==> config.mk <==
export PLATFORM = sky130hd
export DESIGN_NAME = stopwatch_disp
export DESIGN_NICKNAME = d
export VERILOG_FILES = /design/src/rtl/stopwatch_disp.sv
export SDC_FILE = /design/constraint.sdc
export NUM_CORES = 1
export LEC_CHECK = 0
export CAP_MARGIN = 20
export CORE_MARGIN = 2
export CORE_UTILIZATION = 55
export CTS_BUF_LIST = sky130_fd_sc_hd__clkbuf_8
export DETAILED_ROUTE_END_ITERATION = 10
export PLACE_DENSITY = 0.78
export RECOVER_POWER = 50
export SKIP_CTS_REPAIR_TIMING = 1
export SLEW_MARGIN = 15
export SYNTH_ARGS = -nofsm -noshare
export SYNTH_HDL_FRONTEND = slang
export SYNTH_SLANG_ARGS = --single-unit
==> constraint.sdc <==
create_clock -name clk -period 3.6 [get_ports clk]
set_clock_uncertainty 0.1 [all_clocks]
set_input_delay 0.54 -clock clk [delete_from_list [all_inputs] [get_ports clk]]
set_output_delay 0.54 -clock clk [all_outputs]
set_load 0.05 [all_outputs]
==> src/rtl/stopwatch_disp.sv <==
// -----------------------------------------------------------------------------
// stopwatch_disp
//   Four-digit BCD stopwatch (SS.hh, 00.00..99.99) with a multiplexed,
//   active-low seven-segment display. time_clk and slow_clk are square waves
//   from the clock divider in the clk domain; they are sampled and
//   edge-detected here, never used as clocks.
//
// Parameters
//   WRAP      1: a tick at 99.99 wraps to 00.00 and keeps running
//             0: a tick at 99.99 holds 99.99 and pauses
//   BLANK_LZ  1: blank the tens-of-seconds digit when it is zero
//
// Ports
//   clk         in  1  system clock, sole clock of the block
//   reset       in  1  asynchronous active-low reset
//   time_clk    in  1  count tick square wave, each rise = 1/100 s
//   slow_clk    in  1  scan square wave, each rise advances the digit index
//   start_stop  in  1  debounced level, rise toggles run/pause
//   clear       in  1  debounced level, rise zeroes the count and idles
//   an          out 4  anode enables, active-low, an[0] = rightmost digit
//   seg         out 7  cathodes {g,f,e,d,c,b,a}, active-low
//   dp          out 1  decimal point, active-low
//   running     out 1  high while counting
//   overflow    out 1  sticky, set by a tick at 99.99
// -----------------------------------------------------------------------------
module stopwatch_disp #(
   parameter bit WRAP     = 1'b1,
   parameter bit BLANK_LZ = 1'b1
) (
   input  logic       clk,
   input  logic       reset,
   input  logic       time_clk,
   input  logic       slow_clk,
   input  logic       start_stop,
   input  logic       clear,
   output logic [3:0] an,
   output logic [6:0] seg,
   output logic       dp,
   output logic       running,
   output logic       overflow
);

   typedef enum logic [1:0] {IDLE = 2'd0, RUN = 2'd1, PAUSE = 2'd2} state_t;

   state_t      r_state;
   state_t      w_state_nxt;
   logic [15:0] r_d;          // {d3,d2,d1,d0}
   logic [15:0] w_d_nxt;
   logic        r_ovf;
   logic        w_ovf_nxt;
   logic [1:0]  r_idx;

   logic        r_tclk_prev;
   logic        r_sclk_prev;
   logic        r_ss_prev;
   logic        r_clr_prev;
   logic        w_tick;
   logic        w_scan;
   logic        w_ss;
   logic        w_clr;

   logic [3:0]  r_an;
   logic [6:0]  r_seg;
   logic        r_dp;
   logic [3:0]  w_an;
   logic [6:0]  w_seg;
   logic        w_dp;
   logic [3:0]  w_digit;

   function automatic logic [6:0] decode7(input logic [3:0] d);
      logic [6:0] s;
      case (d)
         4'd0:    s = 7'h40;
         4'd1:    s = 7'h79;
         4'd2:    s = 7'h24;
         4'd3:    s = 7'h30;
         4'd4:    s = 7'h19;
         4'd5:    s = 7'h12;
         4'd6:    s = 7'h02;
         4'd7:    s = 7'h78;
         4'd8:    s = 7'h00;
         4'd9:    s = 7'h10;
         default: s = 7'h7F;
      endcase
      return s;
   endfunction

   // Ripple the carry through all four digits combinationally so that
   // e.g. 09.99 -> 10.00 resolves on a single clk edge.
   function automatic logic [15:0] bcd_inc(input logic [15:0] d);
      logic [15:0] q;
      logic        c;
      q = d;
      c = 1'b1;
      for (int i = 0; i < 4; i++) begin
         if (c) begin
            if (d[i*4 +: 4] == 4'd9) begin
               q[i*4 +: 4] = 4'd0;
            end else begin
               q[i*4 +: 4] = d[i*4 +: 4] + 4'd1;
               c = 1'b0;
            end
         end
      end
      return q;
   endfunction

   // Prev registers reset to 1 so a level already high at reset release
   // is not mistaken for a rising edge.
   assign w_tick = time_clk   & ~r_tclk_prev;
   assign w_scan = slow_clk   & ~r_sclk_prev;
   assign w_ss   = start_stop & ~r_ss_prev;
   assign w_clr  = clear      & ~r_clr_prev;

   // Clear dominates; otherwise the button decides the next state and the
   // tick is gated by the registered state, so a tick on the start edge is
   // ignored while a tick on the pause edge still counts.
   always_comb begin
      w_state_nxt = r_state;
      w_d_nxt     = r_d;
      w_ovf_nxt   = r_ovf;
      if (w_clr) begin
         w_state_nxt = IDLE;
         w_d_nxt     = '0;
         w_ovf_nxt   = 1'b0;
      end else begin
         if (w_ss) begin
            case (r_state)
               IDLE:    w_state_nxt = RUN;
               RUN:     w_state_nxt = PAUSE;
               PAUSE:   w_state_nxt = RUN;
               default: w_state_nxt = IDLE;
            endcase
         end
         if (w_tick && (r_state == RUN)) begin
            if (r_d == 16'h9999) begin
               w_ovf_nxt = 1'b1;
               if (WRAP) begin
                  w_d_nxt = '0;
               end else begin
                  w_state_nxt = PAUSE;
               end
            end else begin
               w_d_nxt = bcd_inc(r_d);
            end
         end
      end
   end

   always_comb begin
      case (r_idx)
         2'd0:    w_digit = r_d[3:0];
         2'd1:    w_digit = r_d[7:4];
         2'd2:    w_digit = r_d[11:8];
         default: w_digit = r_d[15:12];
      endcase
      w_an  = ~(4'b0001 << r_idx);
      w_seg = decode7(w_digit);
      w_dp  = (r_idx != 2'd2);
      if (BLANK_LZ && (r_idx == 2'd3) && (r_d[15:12] == 4'd0)) begin
         w_seg = 7'h7F;
      end
   end

   always_ff @(posedge clk or negedge reset) begin
      if (!reset) begin
         r_tclk_prev <= 1'b1;
         r_sclk_prev <= 1'b1;
         r_ss_prev   <= 1'b1;
         r_clr_prev  <= 1'b1;
         r_state     <= IDLE;
         r_d         <= '0;
         r_ovf       <= 1'b0;
         r_idx       <= '0;
         r_an        <= 4'hF;
         r_seg       <= 7'h7F;
         r_dp        <= 1'b1;
      end else begin
         r_tclk_prev <= time_clk;
         r_sclk_prev <= slow_clk;
         r_ss_prev   <= start_stop;
         r_clr_prev  <= clear;
         r_state     <= w_state_nxt;
         r_d         <= w_d_nxt;
         r_ovf       <= w_ovf_nxt;
         if (w_scan) begin
            r_idx <= r_idx + 2'd1;
         end
         // display lags (idx, digits) by one cycle
         r_an        <= w_an;
         r_seg       <= w_seg;
         r_dp        <= w_dp;
      end
   end

   assign an       = r_an;
   assign seg      = r_seg;
   assign dp       = r_dp;
   assign running  = (r_state == RUN);
   assign overflow = r_ovf;

endmodule

==> metrics <==
status finished, final reports clean; initial antenna violation count 0; Psw about 0.89 mW; vias in the first global route around 1500; ranking of synthesized cells by area dfrtp_1, dfstp_2, ha_1, o21ai_0, inv_1; minimum clock period ~2.3 ns; pwr dens slightly below 900 nW/µm²; maximum clock rate roughly 430 MHz; number of fill cells around 240; yosys synthesis warning count 0; crit-path cells inv_1, ha_1, a222oi_1, mux2i_4, ha_1, and2_0, o21ai_0; Largest delay share family, worst path compound AO/OA/AOI/OAI gates; Worst R2R Path Depth 7; Top-Level Pins 20; wire length per cell approximately 15 µm; CTS sink cnt 36; commonest cells in the netlist o21ai_0, dfrtp_1, ha_1; gpl congestion between 0.8 and 0.9; most used cell, CP ha_1; Mean Syn Cell Area 10.41 µm²; Hold Vio Cnt, Final 0; NumNets Final between 200 and 250; final setup fails 0; Top FF cell, synth dfrtp_1; Crit path largest cell delay 0.50 ns; TritonCTS clock tree yes; Max-slew headroom under 10%; Clock Latency Late Sink between 0.2 and 0.3 ns; sw frac between 40% and 50%; FF-to-FF setup slack between 1 and 1.5 ns; die area between 4000 and 5000 µm²; Leak slightly below 1 nW; Logic pwr share 51.0%; crit-path max FO 10; Bufs and invs on worst path 1; Worst-Margin Slew 1.389 ns; routed vias ~1500; Hold WS around 0.44 ns; Syn Inst Count 188; mapped cell area just under 2000 µm²; Pint 1.108 mW; CTS Buffer Depth 2; Unique masters post-synth 43; EDFF count, synth 0; Final ANT Viol Nets 0; final core utilization roughly 67%; post-DP HPWL between 2000 and 3000 µm; crit path to seg[1]; Crit. Startpoint r_idx[0]; synthesized net count 210; Seq pwr share a little over a third; Starting Density between 50 and 60%; Hold Crit Class register to register; VDD IR-drop max 0.4865 mV; MaxCap Viol Count 0; area added between synthesis and finish 16.11%; Crit-path slowest cell a222oi_1; Pre-Repair DR Iteration Count 4; Final period util roughly 64%; Max Slew Vio Count 0; clock slew at the register clock pins of the worst setup and hold paths 0.07 ns; antenna cells 0; CTS root buf clkbuf_8; register bit total from synthesis 36; worst reg2reg endpoint seg[1]; total CTS buffers 5; Yosys top cell area share 26.85%; total power roughly 2 mW; H-tree depth 2; global-route wire length before repair 6568 µm; post-synth top area cell dfrtp_1; Clock Power Share between 10% and 20%; CP Depth 7; ys async rst share between 90% and 100%; pin count of the biggest net entering global routing 27; number of port buffers 19; CP Class register to register; die height between 60 and 70 µm; DRC 0; Setup TNS 0 ns; FF-to-FF Start r_idx[0]; RSZ-0062 raised after global routing false; 1st-iter DRT viols between 100 and 150; Startpoint Class register; CP arrival between 2 and 2.5 ns; total gr overflow 0; CP Capture Type register; Routed Wire Length roughly 3800 µm; cell with the most instances after synthesis o21ai_0; Core Area 3390 µm²; row count 21; sequential area share after synthesis between 40% and 50%; layout cells sized above 1 ~15%; gr usage total a little over 20%; DIE WIDTH about 64 µm; Required @ worst endpoint 3.70 ns; Vias per Instance 5.656
[area by class of cell]
class	instances	area [µm²]	area share [%]
clock buffers	6	82.58	3.634
clock inverters	2	7.507	0.3304
inverters	16	60.06	2.643
multi-input cells	131	945.9	41.63
flip-flops and latches	36	919.6	40.47
well taps	46	57.56	2.533
repair buffers	22	198.9	8.756
[sequential cells by signal, indices dropped and copies added, names as in the netlist]
name,flops
r_d,16
overflow,1
an,4
r_clr_prev,1
r_idx,2
r_sclk_prev,1
seg,7
r_ss_prev,1
r_state,2
r_tclk_prev,1
[worst min-delay path by stage]
stage / slack [ns] / cells past startpoint / startpoint / end
after detailed placement: 0.41 / 2 / overflow / overflow
after floorplan: 0.14 / 0 / reset / overflow
after global routing: 0.50 / 2 / r_state[0] / r_state[0]
after global placement: 0.39 / 2 / overflow / overflow
final: 0.44 / 2 / overflow / overflow
after CTS: 0.45 / 2 / overflow / overflow
[placed cells by master, fill, tap and decap left out, types with 3 or more instances in the layout]
master            n
a21oi_1           3
a222oi_1          3
a31oi_1           3
clkbuf_1          3
clkbuf_8          6
clkdlybuf4s50_1  14
dfrtp_1          21
dfstp_2          15
dlygate4sd3_1     4
ha_1             16
inv_1            18
mux2i_1           3
nand2_1          14
nand2b_1          4
nand3_1          11
nor2_1            7
nor2b_1           4
nor3_1            4
o21ai_0          23
or2_2             3
xnor2_1           3
[metal layers]
metal | global-route usage, % | up-vias | share of wire [%]
met5 | 0 | - | 0
met4 | 5.435 | 0 | 0.34
met3 | 4.286 | 2 | 4.5
met2 | 35.79 | 34 | 49
met1 | 25.87 | 707 | 46
li1 | - | 722 | -
[stage by stage]
step	cells	area [µm²]	setup slack, ns
3_5_place_dp	251	2196	1.230
2_1_floorplan	188	1957	1.579
3_3_place_gp	251	2196	1.279
5_1_grt	259	2272	1.140
4_1_cts	259	2286	1.292
6_report	259	2272	1.292
[cell families (layout without fill, tap and decap cells)]
group | count (synthesis) | in the layout | synth area share (%)
xor gates and xnor gates | 3 | 3 | 1.343
muxes | 6 | 6 | 3.836
and+or+nand+nor | 60 | 60 | 16.56
buffers and inverters | 21 | 46 | 4.667
DFF | 36 | 36 | 46.99
AOI/OAI and AO/OA | 46 | 46 | 16.37
adders and majority gates | 16 | 16 | 10.23
[power groups by stage]
stage / Combinational (mW) / Sequential (mW) / Clock (mW)
after detailed placement: 1.02 / 0.701 / 0
after floorplan: 0.574 / 0.882 / 0
final: 1.02 / 0.695 / 0.284
after global placement: 0.981 / 0.691 / 0
after CTS: 1.03 / 0.693 / 0.287
after global routing: 1.12 / 0.712 / 0.309
[worst min-delay path, stage by stage (launching register included)]
cell and delay [ns]:
dfrtp_1 0.36, a31oi_1 0.05, nor2_1 0.09
(Power assumes the default switching activity.)
